`src/rtl/pll_reset_sequencer.sv`:
```
// Supervises PLL reset/lock on the reference clock and sequences the system reset release.
// All outputs registered; state and outputs move together. No handshake or backpressure.
module pll_reset_sequencer #(
  parameter int PLL_RESET_CYCLES     = 16,
  parameter int LOCK_FILTER_CYCLES   = 64,
  parameter int RELEASE_DELAY_CYCLES = 256,
  parameter int RETRY_TIMEOUT_CYCLES = 65536,
  parameter int LOSS_FILTER_CYCLES   = 4
) (
  input  logic       clk,
  input  logic       reset,
  input  logic       pll_lock,
  output logic       pll_resetb,
  output logic       sys_reset,
  output logic       pll_ready,
  output logic       lock_lost,
  output logic [7:0] retry_count
);

  localparam int MAX_AB = (PLL_RESET_CYCLES > LOCK_FILTER_CYCLES) ? PLL_RESET_CYCLES : LOCK_FILTER_CYCLES;
  localparam int MAX_CD = (RELEASE_DELAY_CYCLES > RETRY_TIMEOUT_CYCLES) ? RELEASE_DELAY_CYCLES : RETRY_TIMEOUT_CYCLES;
  localparam int MAX_ABCD = (MAX_AB > MAX_CD) ? MAX_AB : MAX_CD;
  localparam int MAX_ALL = (MAX_ABCD > LOSS_FILTER_CYCLES) ? MAX_ABCD : LOSS_FILTER_CYCLES;
  localparam int CW = $clog2(MAX_ALL + 1);

  localparam logic [CW-1:0] RST_LAST   = CW'(PLL_RESET_CYCLES - 1);
  localparam logic [CW-1:0] FILT_LAST  = CW'(LOCK_FILTER_CYCLES - 1);
  localparam logic [CW-1:0] REL_LAST   = CW'(RELEASE_DELAY_CYCLES - 1);
  localparam logic [CW-1:0] RETRY_LAST = CW'(RETRY_TIMEOUT_CYCLES - 1);
  localparam logic [CW-1:0] LOSS_LAST  = CW'(LOSS_FILTER_CYCLES - 1);

  typedef enum logic [2:0] {
    PLL_RESET,
    WAIT_LOCK,
    FILTER,
    HOLD,
    RUN
  } state_t;

  state_t          state, state_nxt;
  logic [CW-1:0]   cnt, cnt_nxt;
  logic [CW-1:0]   loss_cnt, loss_cnt_nxt;
  logic [7:0]      retry_nxt;
  logic            lost_nxt;
  logic            loss_hit;
  logic            lock_meta, lock_sync;

  always_ff @(posedge clk) begin
    if (reset) begin
      lock_meta   <= 1'b0;
      lock_sync   <= 1'b0;
      state       <= PLL_RESET;
      cnt         <= '0;
      loss_cnt    <= '0;
      pll_resetb  <= 1'b0;
      sys_reset   <= 1'b1;
      pll_ready   <= 1'b0;
      lock_lost   <= 1'b0;
      retry_count <= 8'd0;
    end else begin
      lock_meta   <= pll_lock;
      lock_sync   <= lock_meta;
      state       <= state_nxt;
      cnt         <= cnt_nxt;
      loss_cnt    <= loss_cnt_nxt;
      pll_resetb  <= (state_nxt != PLL_RESET);
      sys_reset   <= (state_nxt != RUN);
      pll_ready   <= (state_nxt == HOLD) || (state_nxt == RUN);
      lock_lost   <= lost_nxt;
      retry_count <= retry_nxt;
    end
  end

  // Qualified loss: this low cycle completes the required run of consecutive lows.
  assign loss_hit = !lock_sync && (loss_cnt == LOSS_LAST);

  always_comb begin
    state_nxt    = state;
    cnt_nxt      = cnt + CW'(1);
    loss_cnt_nxt = '0;
    retry_nxt    = retry_count;
    lost_nxt     = 1'b0;

    case (state)
      PLL_RESET: begin
        if (cnt == RST_LAST) begin
          state_nxt = WAIT_LOCK;
          cnt_nxt   = '0;
        end
      end
      WAIT_LOCK: begin
        // A lock arriving on the timeout cycle takes priority over the retry.
        if (lock_sync) begin
          state_nxt = FILTER;
          cnt_nxt   = '0;
        end else if (cnt == RETRY_LAST) begin
          state_nxt = PLL_RESET;
          cnt_nxt   = '0;
          retry_nxt = (retry_count == 8'hFF) ? retry_count : retry_count + 8'd1;
        end
      end
      FILTER: begin
        if (!lock_sync) begin
          state_nxt = WAIT_LOCK;
          cnt_nxt   = '0;
        end else if (cnt == FILT_LAST) begin
          state_nxt = HOLD;
          cnt_nxt   = '0;
        end
      end
      HOLD: begin
        loss_cnt_nxt = lock_sync ? '0 : loss_cnt + CW'(1);
        if (loss_hit) begin
          state_nxt    = PLL_RESET;
          cnt_nxt      = '0;
          loss_cnt_nxt = '0;
          lost_nxt     = 1'b1;
        end else if (cnt == REL_LAST) begin
          state_nxt = RUN;
          cnt_nxt   = '0;
        end
      end
      RUN: begin
        // The main counter parks here so it can never wrap while running.
        cnt_nxt      = cnt;
        loss_cnt_nxt = lock_sync ? '0 : loss_cnt + CW'(1);
        if (loss_hit) begin
          state_nxt    = PLL_RESET;
          cnt_nxt      = '0;
          loss_cnt_nxt = '0;
          lost_nxt     = 1'b1;
        end
      end
      default: begin
        state_nxt = PLL_RESET;
        cnt_nxt   = '0;
      end
    endcase
  end

endmodule
```
`config.mk`:
```
export PLATFORM = sky130hd
export DESIGN_NAME = pll_reset_sequencer
export DESIGN_NICKNAME = d
export VERILOG_FILES = /design/src/rtl/pll_reset_sequencer.sv
export SDC_FILE = /design/constraint.sdc
export NUM_CORES = 1
export LEC_CHECK = 0
export ABC_CLOCK_PERIOD_IN_PS = 2700
export BUFFER_PORTS_ARGS = -buffer_cell sky130_fd_sc_hd__buf_2
export CORE_AREA = 5 5 108 110
export DETAILED_ROUTE_END_ITERATION = 7
export DIE_AREA = 0 0 113 115
export GPL_ROUTABILITY_DRIVEN = 0
export GPL_TIMING_DRIVEN = 0
export PLACE_DENSITY = 0.35
export SYNTH_ARGS = -nofsm -noshare
export SYNTH_HDL_FRONTEND = slang
export SYNTH_SLANG_ARGS = --single-unit
export TNS_END_PERCENT = 20
```
`constraint.sdc`:
```
create_clock -name clk -period 2.7 [get_ports clk]
set_input_delay 0.405 -clock clk [delete_from_list [all_inputs] [get_ports clk]]
set_output_delay 0.405 -clock clk [all_outputs]
set_load 0.1 [all_outputs]
```
==> results.py, run 1 <==
metrics = {
    "finish": {
        "multiInputGateArea_um2": 1490,
        "seqCellArea_um2": 1030,
        "diodes": 0,
        "area_growth_pct": 15.8,
        "layoutNonFillerInstCount": 454,
        "nets": 321,
        "drive_gt1_share_pct": 18.5,
        "fillers": 1173,
    },
    "critical_path": {
        "critPathMaxFanout": 10,
        "slowest_stage": "dfxtp_2",
        "crit_chain": "ha_4 > nand3_4 > nor3_4 > and3_4 > and3_1 > nand3_1 > inv_1 > ha_2 > nand2b_1 > o21ai_4 > buf_6 > o22ai_1 > a21oi_1",
        "crit_buf_inv": 2,
        "critPathMaxStageDelay_ns": 0.39,
        "cp_top_family": "simple AND/OR/NAND/NOR gates",
        "critPathArrivalTime_ns": 2.67,
        "startpoint_type": "flop",
        "criticalPathCategory": "reg -> reg",
        "required_ns": 2.88,
        "endpoint_kind": "flop",
    },
    "timing": {
        "finalWorstSetupSlack_ns": 0.212,
        "slew_headroom_pct": 51.2,
        "worst_slew_pin_slew_ns": 0.730,
        "rsz0062_at_grt": "false",
        "slew_viol_final": 0,
        "tns_ns": 0,
        "fmax_mhz": 402,
        "period_share_pct": 92.2,
        "period_needed_ns": 2.49,
        "hold_ws_ns": 0.305,
        "finClkSkew_ns": 0.00901,
        "setup_viol": 0,
        "finalHoldViolCount": 0,
    },
    "pwr": {
        "power.density_nw_per_um2": 448,
        "p_total_mw": 1.34,
        "peakVddDrop_mv": 0.239,
        "leakage_nw": 1.03,
    },
    "place": {
        "hpwl_mm": 4.30,
        "io_buffers": 14,
        "place_ws_ns": -0.237,
        "dp.cells": 445,
    },
    "grt": {
        "grt_pass1_wl_mm": 9.90,
        "overflow": 0,
        "grt_max_degree": 17,
        "grt_antenna_before_repair": 0,
        "grt.busiest_layer": "met2",
        "met2_usage_pct": 14.8,
        "grt_pass1_vias": 1888,
        "track_usage_pct": 9.53,
        "use_met1_pct": 13.2,
        "met3_usage_pct": 2.16,
    },
    "run": {
        "maxCapViolCount": 0,
    },
    "synthesis": {
        "yosys_warnings": 0,
        "yosysSeqAreaShare_pct": 39.6,
        "syn_avg_cell_area_um2": 8.86,
        "synth_cells": 291,
        "ys.flop_type": "dfxtp_1",
        "synthTopCellsByArea": "dfxtp_1 (40%), nor2_1 (6.8%), xnor2_1 (4.1%), xor2_1 (3.1%), and3_1 (2.9%)",
        "syn_area_um2": 2580,
        "synth.distinct_cells": 51,
        "ys_ff_latch": 51,
        "synth_edf_count": 0,
        "synthesis.nets": 299,
        "synth-async-reset-ratio_pct": 0,
        "post-synth-top-area-cell": "dfxtp_1",
        "synth_top_area_share_pct": 39.6,
    },
    "detailed_routing": {
        "via_per_inst": 4.60,
        "ant_nets": 0,
        "drt_iter0_drc": 92,
        "route.vias.total": 2087,
        "routed_wl_mm": 6.00,
        "wl_per_cell_um": 13.2,
        "drc": 0,
        "drtPass1Iterations": 4,
    },
    "clock_tree": {
        "cts_sinks": 51,
        "cts_tree": "built",
        "clockBufferDepth": 2,
        "htreeDepth": 2,
        "holdBufCountCts": 0,
        "clkTransAtPathRegs_ns": 0.10,
        "clk-insertion-delay-late_ns": 0.31,
        "numCtsBuffers": 5,
        "clockRootBuffer": "clkbuf_8",
    },
    "worst_hold_path": {
        "hold_path.class": "in -> reg",
    },
    "outcome": {
        "status": "complete, no violations",
    },
    "floorplan": {
        "die_h_um": 115,
        "rows": 38,
        "initial_core_util_pct": 24.3,
        "chipWidth_um": 113,
        "core_area_um2": 10600,
        "pin_count": 15,
        "die_area_um2": 13000,
    },
}
[layout make-up]
| class | instances | area share [%] |
|---|---|---|
| tap | 140 | 5.87 |
| clock inverter | 3 | 1.47 |
| sequential | 51 | 34.4 |
| clock buffer | 5 | 2.31 |
| inverter | 12 | 1.51 |
| buffer | 9 | 2.01 |
| multi-input combinational | 219 | 49.9 |
| timing repair buffer | 15 | 2.60 |
[final timing paths]
check	startpoint	end	slack, ns	depth (start not counted)
min reg2reg	loss_cnt[0]$_SDFF_PP0_	loss_cnt[0]$_SDFF_PP0_	0.45	1
max	cnt[0]$_SDFFE_PP0P_	cnt[4]$_SDFFE_PP0P_	0.21	13
max reg2reg	cnt[0]$_SDFFE_PP0P_	cnt[4]$_SDFFE_PP0P_	0.21	13
min	pll_lock	lock_meta$_SDFF_PP0_	0.31	2
[kinds of logic (layout without fill, tap and decap cells)]
kind of cell / after synthesis / count (layout) / share of synthesized area (%)
DFF: 51 / 51 / 39.6
buffers and inverters: 21 / 44 / 4.08
adders and majority gates: 5 / 5 / 2.43
xor gates and xnor gates: 21 / 21 / 7.14
AOI/OAI and AO/OA: 44 / 44 / 13.7
muxes: 2 / 2 / 0.777
and+or+nand+nor: 147 / 147 / 32.3
[where the power goes]
part | leakage [nW] | switching [mW] | total [mW] | internal, mW
combinational | 0.559 | 0.0141 | 0.0227 | 0.00865
clock | 0.0581 | 0.274 | 0.551 | 0.277
sequential | 0.413 | 0.00735 | 0.765 | 0.757
total | 1.03 | 0.296 | 1.34 | 1.04
[registers in the layout (all words and copies together), names as in the netlist]
signal       count
pll_ready        1
lock_meta        1
sys_reset        1
cnt             17
state            3
lock_lost        1
pll_resetb       1
loss_cnt        17
lock_sync        1
retry_count      8
[placed cells by master (no fill, tap or decap), types with 6 or more instances in the layout]
cell type	n
a211oi_1	9
a21oi_1	10
and2_1	6
and3_1	11
buf_2	17
dfxtp_1	47
inv_1	12
nand2_1	18
nand3_1	13
nor2_1	46
nor3_1	8
nor4_1	11
xnor2_1	12
xor2_1	9
[per-layer routing]
layer | up-vias | share of wire (%)
met2 | 23 | 44
met3 | 5 | 3.7
met5 | - | 0
met4 | 0 | 1.3
li1 | 1076 | -
met1 | 983 | 50
[through the flow]
stage	cell area (µm²)	utilization, %
CTS	2950	27.8
floorplan	2580	-
global route	2980	28.1
finish	2980	28.1
global placement	2820	26.6
detailed placement	2820	26.6
[synth_stat cells, types with 3 or more instances]
| master | count |
|---|---|
| dfxtp_1 | 51 |
| nor2_1 | 47 |
| nand2_1 | 18 |
| nand3_1 | 13 |
| and3_1 | 12 |
| inv_1 | 12 |
| xnor2_1 | 12 |
| nor4_1 | 11 |
| a21oi_1 | 10 |
| a211oi_1 | 9 |
| xor2_1 | 9 |
| nor3_1 | 8 |
| and2_1 | 6 |
| ha_1 | 5 |
| nand4_1 | 5 |
| o22ai_1 | 5 |
| buf_2 | 3 |
| buf_6 | 3 |
| clkbuf_1 | 3 |
| nor3_2 | 3 |
| o21ai_0 | 3 |
| or3_1 | 3 |
[timing repair]
| action | CTS | global route |
|---|---|---|
| pin swaps | 1 | 0 |
| gates resized for setup | 1 | 10 |
| endpoints found under the setup margin | 25 | 25 |
| setup buffers | 1 | 0 |
(Power assumes the default switching activity.)
==> run 2, diff against run 1 <==
--- a/config.mk
+++ b/config.mk
@@ -12,7 +12,7 @@
 export DIE_AREA = 0 0 113 115
 export GPL_ROUTABILITY_DRIVEN = 0
 export GPL_TIMING_DRIVEN = 0
-export PLACE_DENSITY = 0.35
+export PLACE_DENSITY = 0.46
 export SYNTH_ARGS = -nofsm -noshare
 export SYNTH_HDL_FRONTEND = slang
 export SYNTH_SLANG_ARGS = --single-unit
==> run 2 against run 1 <==
- clock power rose by 3%
- hold slack improved by 0.027 ns
- critical path depth did not move
- sequential power barely moved
- sequential share of layout area fell by 0.14 points
- die area did not move
- setup slack got worse by 0.0025 ns
- largest power group unchanged
- critical endpoint is now retry_count[5]$_SDFFE_PP0P_
- clock skew fell by 0.0017 ns
- core utilization barely moved
==> results.py, run 2 (synthesis gave the netlist of run 1 again) <==
metrics = {
    "floorplan": {
        "die_area_um2": 13000,
        "chipWidth_um": 113,
        "initial_core_util_pct": 24.3,
        "pin_count": 15,
        "core_area_um2": 10600,
        "rows": 38,
        "die_h_um": 115,
    },
    "detailed_routing": {
        "ant_nets": 0,
        "drt_iter0_drc": 130,
        "route.vias.total": 2069,
        "drtPass1Iterations": 4,
        "drc": 0,
        "via_per_inst": 4.56,
        "routed_wl_mm": 5.65,
        "wl_per_cell_um": 12.4,
    },
    "finish": {
        "nets": 321,
        "fillers": 1161,
        "fin_area_um2": 2990,
        "final_core_util_pct": 28.2,
        "drive_gt1_share_pct": 17.8,
        "area_growth_pct": 15.8,
        "layout_commonest_cell": "dfxtp_1",
        "diodes": 0,
        "top_regs": "cnt (17), loss_cnt (17), retry_count (8)",
        "layout_common_cells": "dfxtp_1 (50), nor2_1 (47), nand2_1 (18)",
    },
    "critical_path": {
        "critPathArrivalTime_ns": 2.67,
        "criticalPathCategory": "reg -> reg",
        "crit_chain": "ha_2 > nand3_4 > nor3_4 > and3_4 > and3_4 > nand3_1 > inv_1 > ha_2 > o311ai_4 > nor2_1 > nand3_1 > xor2_1 > nor2_1",
        "required_ns": 2.88,
        "slowest_stage": "dfxtp_2",
        "endpoint_kind": "flop",
        "critPathMaxStageDelay_ns": 0.37,
        "startpoint_type": "flop",
        "critPathMaxFanout": 9,
    },
    "timing": {
        "fmax_mhz": 401,
        "period_share_pct": 92.2,
        "period_needed_ns": 2.49,
        "finalHoldViolCount": 0,
        "worst_slew_pin_slew_ns": 0.716,
        "slew_viol_final": 0,
        "setup_viol": 0,
        "slew_headroom_pct": 52.1,
        "finClkSkew_ns": 0.00735,
    },
    "grt": {
        "overflow": 0,
        "grt_antenna_before_repair": 0,
        "grt_pass1_vias": 2084,
        "grt_pass1_wl_mm": 9.92,
        "grt_max_degree": 16,
        "track_usage_pct": 9.23,
    },
    "clock_tree": {
        "clockBufferDepth": 2,
        "cts_tree": "built",
        "holdBufCountCts": 0,
        "numCtsBuffers": 5,
        "clk-insertion-delay-late_ns": 0.31,
        "cts_sinks": 51,
        "clkTransAtPathRegs_ns": 0.09,
        "clockRootBuffer": "clkbuf_8",
        "htreeDepth": 2,
    },
    "pwr": {
        "power.density_nw_per_um2": 453,
        "peakVddDrop_mv": 0.317,
        "leakage_nw": 1.03,
    },
    "run": {
        "maxCapViolCount": 0,
    },
    "place": {
        "hpwl_mm": 4.04,
        "dpl_cell_area_um2": 2820,
        "io_buffers": 14,
    },
    "worst_hold_path": {
        "hold_path.class": "in -> reg",
    },
    "outcome": {
        "status": "complete, no violations",
    },
}
[run 2: cell types whose count changed in the layout (fill, tap and decap cells not counted), sizes merged]
cell / delta
clkbuf: +1
clkinv: -1
[run 2: where the power goes]
| part | switching [mW] | leakage (nW) | internal (mW) |
|---|---|---|---|
| Sequential | 0.00607 | 0.412 | 0.757 |
| Combinational | 0.0142 | 0.557 | 0.00788 |
| Clock | 0.266 | 0.0612 | 0.300 |
| Total | 0.286 | 1.03 | 1.07 |
[run 2: worst max-delay path: cells and delay by family, from the launching register on]
kind / cells / cell delay (ns)
XOR/XNOR: 1 / 0.14
AND/OR/NAND/NOR: 8 / 1.18
buffers and inverters: 1 / 0.09
adder cells (fa/ha/maj): 2 / 0.42
flip-flops: 1 / 0.37
AO/OA/AOI/OAI: 1 / 0.16
[run 2: what timing repair did]
action                                 CTS  global route
setup endpoints to repair               24            24
pin swaps                                1             0
resized for setup                        1             7
endpoints found under the hold margin    0             0
buffers inserted                         1             0
[run 2: worst paths after layout]
kind,start,end,slack (ns),depth (start not counted)
max reg2reg,cnt[0]$_SDFFE_PP0P_,retry_count[5]$_SDFFE_PP0P_,0.21,13
min reg2reg,loss_cnt[0]$_SDFF_PP0_,loss_cnt[0]$_SDFF_PP0_,0.44,1
max,cnt[0]$_SDFFE_PP0P_,retry_count[5]$_SDFFE_PP0P_,0.21,13
min,pll_lock,lock_meta$_SDFF_PP0_,0.33,2
[run 2: per-layer routing]
layer	wire length [µm]	vias up	global-route usage [%]
met3	121	5	2.00
met1	2810	972	11.8
li1	-	1077	-
met4	53	0	2.16
met5	0	-	0
met2	2670	15	16.0
[run 2: stage by stage]
| stage | hold WS (ns) | TNS (ns) | power, mW | worst slack, ns | std cells |
|---|---|---|---|---|---|
| CTS | 0.341 | 0 | 1.37 | 0.0272 | 454 |
| global placement | 0.423 | -1.47 | 0.802 | -0.143 | 445 |
| floorplan | 0.413 | 0 | 0.793 | 0.210 | 291 |
| detailed placement | 0.431 | -1.54 | 0.802 | -0.142 | 445 |
| global route | 0.350 | -0.0143 | 1.41 | -0.00995 | 454 |
| finish | 0.332 | 0 | 1.35 | 0.209 | 454 |
[run 2: layout make-up]
| type | instances | area, µm² | share of cell area, % |
|---|---|---|---|
| Buffer | 9 | 60.1 | 2.01 |
| Tap cell | 140 | 175 | 5.87 |
| Multi-Input combinational cell | 219 | 1490 | 49.8 |
| Timing Repair Buffer | 15 | 77.6 | 2.60 |
| Clock buffer | 6 | 82.6 | 2.77 |
| Sequential cell | 51 | 1020 | 34.2 |
| Clock inverter | 2 | 35.0 | 1.17 |
| Inverter | 12 | 45.0 | 1.51 |
==> run 3, diff against run 2 <==
--- a/config.mk
+++ b/config.mk
@@ -7,12 +7,12 @@
 export LEC_CHECK = 0
 export ABC_CLOCK_PERIOD_IN_PS = 2700
 export BUFFER_PORTS_ARGS = -buffer_cell sky130_fd_sc_hd__buf_2
-export CORE_AREA = 5 5 108 110
+export CORE_AREA = 5 5 75 77
 export DETAILED_ROUTE_END_ITERATION = 7
-export DIE_AREA = 0 0 113 115
+export DIE_AREA = 0 0 80 82
 export GPL_ROUTABILITY_DRIVEN = 0
 export GPL_TIMING_DRIVEN = 0
-export PLACE_DENSITY = 0.46
+export PLACE_DENSITY = 0.78
 export SYNTH_ARGS = -nofsm -noshare
 export SYNTH_HDL_FRONTEND = slang
 export SYNTH_SLANG_ARGS = --single-unit
==> run 3 against run 2 <==
- final cell count down 15%
- critical path type unchanged
- clock-buffer cell count up 1
- register-to-register slack worse by 0.03 ns
- clock power down 15%
==> results.py, run 3 (synthesis gave the netlist of run 1 again) <==
metrics = {
    "floorplan": {
        "chipWidth_um": 80,
        "core_area_um2": 4940,
        "rows": 26,
        "die_area_um2": 6560,
        "pin_count": 15,
        "initial_core_util_pct": 52.1,
        "die_h_um": 82,
    },
    "detailed_routing": {
        "routed_wl_mm": 5.00,
        "drt_iter0_drc": 134,
        "route.vias.total": 2051,
        "drtPass1Iterations": 4,
        "wl_per_cell_um": 13.0,
        "via_per_inst": 5.34,
        "ant_nets": 0,
        "drc": 0,
    },
    "critical_path": {
        "crit_buf_inv": 2,
        "required_ns": 2.87,
        "r2r_setup_slack_ns": 0.18,
        "endpoint_kind": "flop",
        "criticalPathCategory": "reg -> reg",
        "critPathArrivalTime_ns": 2.69,
        "critPathMaxFanout": 10,
        "startpoint_type": "flop",
        "r2r-start": "cnt[1]$_SDFFE_PP0P_",
        "crit_chain": "ha_2 > nand3_4 > nor3_4 > and3_1 > and3_1 > nand3_1 > inv_1 > ha_2 > nand2b_1 > o21ai_4 > buf_6 > o22ai_1 > a21oi_1",
        "r2r_end": "cnt[5]$_SDFFE_PP0P_",
        "critPathMaxStageDelay_ns": 0.36,
        "r2r_cells": 13,
        "slowest_stage": "dfxtp_1",
        "cp_top_family": "simple AND/OR/NAND/NOR gates",
    },
    "clock_tree": {
        "clockBufferDepth": 2,
        "cts_tree": "built",
        "cts_sinks": 51,
        "clk-insertion-delay-late_ns": 0.30,
        "htreeDepth": 2,
        "clkTransAtPathRegs_ns": 0.09,
        "clockRootBuffer": "clkbuf_8",
        "holdBufCountCts": 0,
        "numCtsBuffers": 5,
    },
    "grt": {
        "grt_max_degree": 16,
        "overflow": 0,
        "grt_pass1_wl_mm": 8.56,
        "track_usage_pct": 16.4,
        "grt_pass1_vias": 1867,
        "grt_antenna_before_repair": 0,
    },
    "pwr": {
        "clkPwrFrac_pct": 37.9,
        "power.density_nw_per_um2": 441,
        "p_int_mw": 0.998,
        "switching_share_pct": 21.0,
        "power.switching_mw": 0.265,
        "leakage_nw": 1.02,
        "combinationalPowerShare_pct": 1.7,
        "peakVddDrop_mv": 0.247,
        "pwr-share-seq_pct": 60.4,
    },
    "timing": {
        "fmax_mhz": 397,
        "worst_slew_pin_slew_ns": 0.688,
        "finalHoldViolCount": 0,
        "finalWorstSetupSlack_ns": 0.179,
        "setup_viol": 0,
        "slew_headroom_pct": 54.0,
        "finClkSkew_ns": 0.00329,
        "rsz0062_at_grt": "false",
        "hold_ws_ns": 0.309,
        "period_share_pct": 93.4,
        "tns_ns": 0,
        "period_needed_ns": 2.52,
        "slew_viol_final": 0,
    },
    "finish": {
        "diodes": 0,
        "drive_gt1_share_pct": 16.9,
        "fillers": 432,
        "area_growth_pct": 11.2,
        "seqCellArea_um2": 1020,
        "multiInputGateArea_um2": 1470,
        "top_regs": "cnt (17), loss_cnt (17), retry_count (8)",
        "layout_common_cells": "dfxtp_1 (50), nor2_1 (47), nand2_1 (18)",
        "fin_area_um2": 2870,
        "layout_commonest_cell": "dfxtp_1",
        "nets": 321,
    },
    "run": {
        "maxCapViolCount": 0,
    },
    "worst_hold_path": {
        "min_delay_path_depth": 2,
        "hold_path.class": "in -> reg",
        "hp-start": "pll_lock",
        "hold_end": "lock_meta$_SDFF_PP0_",
    },
    "outcome": {
        "status": "complete, no violations",
    },
    "place": {
        "dpl_cell_area_um2": 2740,
        "hpwl_mm": 3.51,
        "place_ws_ns": -0.123,
        "io_buffers": 14,
    },
}
run 3: timing repair:
item,CTS,global route
buffers inserted,1,0
endpoints found under the setup margin,24,18
resized for setup,1,4
pin swaps,1,0
run 3: power groups by stage:
stage | logic (mW) | clock network, mW | registers, mW
2_1_floorplan | 0.0143 | 0 | 0.779
3_3_place_gp | 0.0196 | 0 | 0.780
3_5_place_dp | 0.0203 | 0 | 0.780
4_1_cts | 0.0205 | 0.492 | 0.762
5_1_grt | 0.0237 | 0.527 | 0.764
6_report | 0.0210 | 0.479 | 0.763
run 3: layer usage:
| layer | wire length (µm) | share of wire, % | vias up | track usage, % |
|---|---|---|---|---|
| met3 | 175 | 3.5 | 7 | 3.62 |
| met4 | 73 | 1.5 | 0 | 5.57 |
| li1 | - | - | 1071 | - |
| met2 | 2260 | 45 | 30 | 25.5 |
| met1 | 2500 | 50 | 943 | 22.5 |
| met5 | 0 | 0 | - | 0 |
run 3: metrics by stage:
stage                     std cells  util, %  power (mW)
after detailed placement        375     55.3       0.800
after floorplan                 291        -       0.793
after global routing            384     58.0        1.31
final                           384     58.0        1.26
after global placement          375     55.3       0.799
after CTS                       384     57.7        1.27
run 3: final cells by class:
type	instances	share of cell area [%]
Timing Repair Buffer	15	2.71
Sequential cell	51	35.7
Clock inverter	1	0.262
Multi-Input combinational cell	219	51.3
Buffer	9	2.10
Tap cell	70	3.06
Clock buffer	7	3.36
Inverter	12	1.57
run 3: worst max-delay path by stage:
stage | slack [ns] | depth (start not counted) | endpoint | start
2_1_floorplan | 0.21 | 13 | retry_count[5]$_SDFFE_PP0P_ | cnt[0]$_SDFFE_PP0P_
5_1_grt | 0.01 | 13 | cnt[3]$_SDFFE_PP0P_ | cnt[0]$_SDFFE_PP0P_
3_3_place_gp | -0.07 | 13 | cnt[5]$_SDFFE_PP0P_ | cnt[0]$_SDFFE_PP0P_
3_5_place_dp | -0.12 | 13 | cnt[3]$_SDFFE_PP0P_ | cnt[0]$_SDFFE_PP0P_
4_1_cts | 0.05 | 13 | cnt[3]$_SDFFE_PP0P_ | cnt[0]$_SDFFE_PP0P_
6_report | 0.18 | 13 | cnt[5]$_SDFFE_PP0P_ | cnt[1]$_SDFFE_PP0P_
